### src/rtl/switch_allocator_pkg.sv
// Shared definitions for the 5-port router switch allocator.
package switch_allocator_pkg;

    localparam int NUM_PORTS = 5;

    // Port index constants, shared by inputs and outputs.
    localparam int LOCAL = 0;
    localparam int NORTH = 1;
    localparam int EAST  = 2;
    localparam int SOUTH = 3;
    localparam int WEST  = 4;

    // Per-output allocation state.
    typedef enum logic {
        IDLE   = 1'b0,
        LOCKED = 1'b1
    } out_state_e;

    // True when exactly one bit of a 5-bit vector is set.
    function automatic logic is_onehot5(input logic [4:0] v);
        return (v != 5'd0) && ((v & (v - 5'd1)) == 5'd0);
    endfunction

    // Index of the set bit of a one-hot vector (0 when empty).
    function automatic logic [2:0] onehot_to_idx(input logic [4:0] v);
        logic [2:0] idx;
        idx = 3'd0;
        for (int i = 0; i < NUM_PORTS; i++) begin
            if (v[i]) idx = idx | 3'(i);
        end
        return idx;
    endfunction

endpackage

### src/rtl/rr_arbiter_5.sv
// Combinational 5-input round-robin picker: first request at or above ptr, wrapping.
module rr_arbiter_5
    import switch_allocator_pkg::*;
(
    input  logic [4:0] req,
    input  logic [2:0] ptr,
    output logic [4:0] gnt
);

    logic [2:0] start;
    logic [3:0] pos;
    logic       found;

    // Scan from the pointer upward modulo 5 and take the first request.
    always_comb begin
        gnt   = 5'd0;
        found = 1'b0;
        pos   = 4'd0;
        // Out-of-range pointers cannot occur from the allocator; fold them to 0 anyway.
        start = (ptr > 3'd4) ? 3'd0 : ptr;
        for (int k = 0; k < NUM_PORTS; k++) begin
            pos = {1'b0, start} + 4'(k);
            if (pos >= 4'd5) pos = pos - 4'd5;
            if (!found && req[pos[2:0]]) begin
                gnt[pos[2:0]] = 1'b1;
                found         = 1'b1;
            end
        end
    end

endmodule

### src/rtl/switch_allocator.sv
// Switch allocator: per-output round-robin with packet locking and credit tracking.
module switch_allocator
    import switch_allocator_pkg::*;
#(
    parameter int unsigned P_BUFFER_DEPTH = 4,
    parameter int unsigned P_CREDIT_WIDTH = 3
) (
    input  logic       clk,
    input  logic       rst,
    input  logic [4:0] req_0,
    input  logic [4:0] req_1,
    input  logic [4:0] req_2,
    input  logic [4:0] req_3,
    input  logic [4:0] req_4,
    input  logic [4:0] head,
    input  logic [4:0] tail,
    input  logic [4:0] credit_inc,
    output logic [4:0] grant_0,
    output logic [4:0] grant_1,
    output logic [4:0] grant_2,
    output logic [4:0] grant_3,
    output logic [4:0] grant_4,
    output logic [4:0] credit_avail
);

    localparam int unsigned CW = P_CREDIT_WIDTH;
    localparam logic [CW-1:0] CREDIT_MAX = CW'(P_BUFFER_DEPTH);

    logic [4:0]    req_arr   [NUM_PORTS];
    logic [4:0]    req_valid;                 // per input
    out_state_e    state_q   [NUM_PORTS];
    out_state_e    state_d   [NUM_PORTS];
    logic [2:0]    owner_q   [NUM_PORTS];
    logic [2:0]    owner_d   [NUM_PORTS];
    logic [2:0]    ptr_q     [NUM_PORTS];
    logic [2:0]    ptr_d     [NUM_PORTS];
    logic [CW-1:0] cnt_q     [NUM_PORTS];
    logic [CW-1:0] cnt_d     [NUM_PORTS];
    logic [4:0]    elig      [NUM_PORTS];     // per output, bit per input
    logic [4:0]    out_gnt   [NUM_PORTS];     // per output, bit per input
    logic [4:0]    grant_q   [NUM_PORTS];     // per input, bit per output
    logic [4:0]    grant_d   [NUM_PORTS];

    assign req_arr[LOCAL] = req_0;
    assign req_arr[NORTH] = req_1;
    assign req_arr[EAST]  = req_2;
    assign req_arr[SOUTH] = req_3;
    assign req_arr[WEST]  = req_4;

    assign grant_0 = grant_q[LOCAL];
    assign grant_1 = grant_q[NORTH];
    assign grant_2 = grant_q[EAST];
    assign grant_3 = grant_q[SOUTH];
    assign grant_4 = grant_q[WEST];

    // Eligible requesters per output: heads when idle, only the owner when locked, none without credit.
    always_comb begin
        for (int i = 0; i < NUM_PORTS; i++) begin
            req_valid[i] = is_onehot5(req_arr[i]);
        end
        for (int o = 0; o < NUM_PORTS; o++) begin
            elig[o] = 5'd0;
            for (int i = 0; i < NUM_PORTS; i++) begin
                if (state_q[o] == IDLE) begin
                    elig[o][i] = req_valid[i] & req_arr[i][o] & head[i];
                end else begin
                    elig[o][i] = req_valid[i] & req_arr[i][o] & (owner_q[o] == 3'(i));
                end
            end
            if (cnt_q[o] == '0) elig[o] = 5'd0;
        end
    end

    for (genvar o = 0; o < NUM_PORTS; o++) begin : g_arb
        rr_arbiter_5 u_arb (
            .req (elig[o]),
            .ptr (ptr_q[o]),
            .gnt (out_gnt[o])
        );
    end

    logic          granted;
    logic [2:0]    win;
    logic          win_tail;
    logic [CW:0]   cnt_sum;

    // Next lock/owner/pointer/credit state per output and the transposed grant vectors.
    always_comb begin
        granted  = 1'b0;
        win      = 3'd0;
        win_tail = 1'b0;
        cnt_sum  = '0;
        for (int i = 0; i < NUM_PORTS; i++) begin
            grant_d[i] = 5'd0;
        end
        for (int o = 0; o < NUM_PORTS; o++) begin
            state_d[o] = state_q[o];
            owner_d[o] = owner_q[o];
            ptr_d[o]   = ptr_q[o];
            granted    = |out_gnt[o];
            win        = onehot_to_idx(out_gnt[o]);
            win_tail   = |(out_gnt[o] & tail);
            if (granted) begin
                if (state_q[o] == IDLE) begin
                    ptr_d[o] = (win == 3'd4) ? 3'd0 : win + 3'd1;
                    if (!win_tail) begin
                        state_d[o] = LOCKED;
                        owner_d[o] = win;
                    end
                end else if (win_tail) begin
                    state_d[o] = IDLE;
                end
            end
            // Grant implies cnt > 0, so the subtraction cannot wrap.
            cnt_sum = {1'b0, cnt_q[o]} + (CW + 1)'(credit_inc[o]) - (CW + 1)'(granted);
            if (cnt_sum > {1'b0, CREDIT_MAX}) begin
                cnt_d[o] = CREDIT_MAX;
            end else begin
                cnt_d[o] = cnt_sum[CW-1:0];
            end
            for (int i = 0; i < NUM_PORTS; i++) begin
                grant_d[i][o] = out_gnt[o][i];
            end
        end
    end

    // Credit availability straight from the counters.
    always_comb begin
        for (int o = 0; o < NUM_PORTS; o++) begin
            credit_avail[o] = (cnt_q[o] != '0);
        end
    end

    // State registers; reset clears locks and grants immediately.
    always_ff @(posedge clk or posedge rst) begin
        if (rst) begin
            for (int o = 0; o < NUM_PORTS; o++) begin
                state_q[o] <= IDLE;
                owner_q[o] <= 3'd0;
                ptr_q[o]   <= 3'd0;
                cnt_q[o]   <= CREDIT_MAX;
                grant_q[o] <= 5'd0;
            end
        end else begin
            for (int o = 0; o < NUM_PORTS; o++) begin
                state_q[o] <= state_d[o];
                owner_q[o] <= owner_d[o];
                ptr_q[o]   <= ptr_d[o];
                cnt_q[o]   <= cnt_d[o];
                grant_q[o] <= grant_d[o];
            end
        end
    end

endmodule

### config.mk
export PLATFORM = sky130hd
export DESIGN_NAME = switch_allocator
export DESIGN_NICKNAME = d
export VERILOG_FILES = /design/src/rtl/switch_allocator_pkg.sv /design/src/rtl/rr_arbiter_5.sv /design/src/rtl/switch_allocator.sv
export SDC_FILE = /design/constraint.sdc
export NUM_CORES = 1
export LEC_CHECK = 0
export CAP_MARGIN = 20
export CORE_UTILIZATION = 33
export DETAILED_ROUTE_END_ITERATION = 10
export PLACE_DENSITY = 0.52
export REMOVE_ABC_BUFFERS = 1
export SLEW_MARGIN = 0
export SYNTH_ARGS = -nofsm -noshare
export SYNTH_HDL_FRONTEND = slang
export SYNTH_HIERARCHICAL = 1
export SYNTH_SLANG_ARGS = --single-unit
export TNS_END_PERCENT = 20
### constraint.sdc
create_clock -name clk -period 13.7 [get_ports clk]
set_clock_uncertainty 0.05 [all_clocks]
set_input_delay 2.74 -clock clk [delete_from_list [all_inputs] [get_ports clk]]
set_output_delay 2.74 -clock clk [all_outputs]
set_load 0.05 [all_outputs]
==> impl_metrics.toml <==
[status]
status = "finished, final reports clean"

[sta]
drv_slew = 0
hold_violations = 0
clock.fmax_mhz = 120
hold_slack_ps = 516
tightest_slew_ps = 1120
rsz0062_at_grt = "false"
setup_violations = 0
tns_ps = 0
period_share_pct = 60.8
slew_headroom_pct = 24.7
final_period_minus_worst_setup_slack_ps = 8330

[global_route]
grt_usage_pct = 20.1
grt_max_degree = 76
grt_pass1_vias = 8973
grt_overflow = 0
grt_util_met2_pct = 31.6
met3_usage_pct = 2.32
grt_pass1_wl_um = 50100
globalRouteMet1Util_pct = 28.6
busiest_layer = "met2"
antenna_found_initial = 2

[floorplanning]
rows = 64
start_util_pct = 33.5
dieHeight_um = 178
io_pins = 72
core_area_um2 = 30500
die-area_um2 = 31700
die_w_um = 178

[clock_network]
cts_hold_buf = 0
clock_latency_ps = 350
clk_pin_slew_ps = 60
root_buffer = "clkbuf_16"
post-cts-setup-buffers = 0
htreeDepth = 3
clock_path_buffers = 2
clock-sinks = 75
postCtsResizedCells = 0
cts_buffers = 9
cts_tree = "done"

[job]
maxCapViolCount = 0

[detailed_routing]
wl_per_cell_um = 19.3
final_antenna_net_count = 0
vias = 9788
drt-pass1-iter-count = 5
detail_route.vias_per_cell = 5.91
routed_wl_um = 31900
drtIter0Drc = 899
remaining_drc_errors = 0

[logic_synthesis]
ys_types = 107
synth-edff-count = 0
ys_seq_elements = 75
synth.most_common_cell = "inv_1"
synth_top_cell_area_share_pct = 17.1
synth_top_area_cell = "dfrtp_1"
yosys-top-cells-area = "dfrtp_1 (17%), ha_1 (7.9%), inv_1 (3.6%)"
synthesis.area_um2 = 10200
syn_avg_cell_area_um2 = 8.42
synth_common_cells = "inv_1 (99), nor2_1 (87), nand2_1 (75), dfrtp_1 (70), ha_1 (65)"
yosys_warnings = 6
synthArstFlopShare_pct = 100
ys.flop_type = "dfrtp_1"
seq_area_frac_synth_pct = 18.4
syn_inst = 1215

[hold_path]
hold_class = "register to register"

[setup_path]
startpoint_type = "input port"
critPathKind = "input port to register"
cp_data_required_time_ps = 13910
path_max_fanout = 6
worstPathArrival_ps = 8540
crit_path_end_kind = "register"

[layout]
fin_cells = 1656
drive_above_1_share_pct = 14.5
finalNetCount = 1366
area_growth_pct = 13.2
final_core_util_pct = 38.0

[placement]
finalWeightedCongestion = 0.895
portBuffers = 71
dp_cells = 1638
dpl.hpwl_um = 24200
-- worst max-delay path, stage by stage --
cell and delay, ps:
clkdlybuf4s50_1 610, xor2_1 160, o21ai_0 90, o311ai_0 920, and4_1 550, inv_1 90
a21oi_1 130, o21ai_0 120, a21oi_2 310, a211oi_4 110, and4_4 220, and4_1 170
a211o_1 310, nor2_1 150, inv_1 130, nor4_4 270, inv_1 100, ha_1 280
inv_1 50, ha_1 150, inv_1 50, fa_1 370, xor2_1 230, nor3b_1 220
-- state kept, by name, summed over array words and instances, names as in the netlist --
signal	count
owner_q	15
cnt_q	15
state_q	5
grant_1	5
grant_3	5
grant_0	5
grant_2	5
grant_4	5
ptr_q	15
-- layer usage --
metal	vias to the layer above	routed length, um
met5	-	10
met4	2	624
met3	39	1900
met2	313	14300
met1	4728	15000
li1	4706	-
-- cell families (layout without fill, tap and decap cells) --
logic type               count (synthesis)  count (layout)  synth area share, %
buffers and inverters                  164             208                 7.26
other                                    0               1                    0
XOR/XNOR                                24              24                 2.05
multiplexers                            61              61                 6.53
adder cells (fa/ha/maj)                 70              70                 8.93
AND/OR/NAND/NOR                        490             490                 30.8
flip-flops                              75              75                 18.4
AO/OA/AOI/OAI                          331             331                 26.1
-- stage by stage --
step / setup slack (ps) / instance area [um^2]
final: 5370 / 11600
after global routing: 5110 / 11600
after CTS: 5530 / 11500
after detailed placement: 5140 / 11200
after global placement: 5150 / 11200
after floorplan: 6480 / 9910
-- cell usage in the layout (no fill, tap or decap), types with 12 or more instances in the layout --
cell type / n
inv_1: 98
nor2_1: 87
nand2_1: 75
clkdlybuf4s50_1: 71
dfrtp_1: 70
ha_1: 65
o21ai_0: 53
nand3_1: 34
a21oi_1: 34
nand2b_1: 32
mux2_2: 31
and4_1: 27
or3_1: 24
mux2i_1: 23
a221oi_1: 19
nand3b_1: 18
a211oi_1: 18
nand4_1: 17
xnor2_1: 14
o22ai_1: 14
a211o_1: 14
o21ai_1: 14
nor3_1: 13
o31ai_1: 13
and3_1: 12
-- area by class of cell --
class | instances | area [um^2]
Fill cell | 3131 | 18900
Multi-Input combinational cell | 976 | 7600
Sequential cell | 75 | 1880
Timing Repair Buffer | 83 | 821
Tap cell | 396 | 495
Inverter | 109 | 420
Clock buffer | 10 | 239
Clock inverter | 6 | 113
Antenna cell | 1 | 2.50
-- worst paths after layout --
check	slack [ps]	depth (start not counted)	from	to
worst max-delay path	5370	24	req_2[3]	cnt_q[4]
worst min-delay path	520	1	owner_q[12]	owner_q[12]
worst max register to register	7500	22	ptr_q[4]	cnt_q[4]
worst min register to register	520	1	owner_q[12]	owner_q[12]
max in group asynchronous	10220	4	rst	cnt_q[2]
min in group asynchronous	2720	3	rst	cnt_q[4]
Power is not shown: default switching activity piles up to over one toggle a cycle in this logic, so the estimate is an artifact.
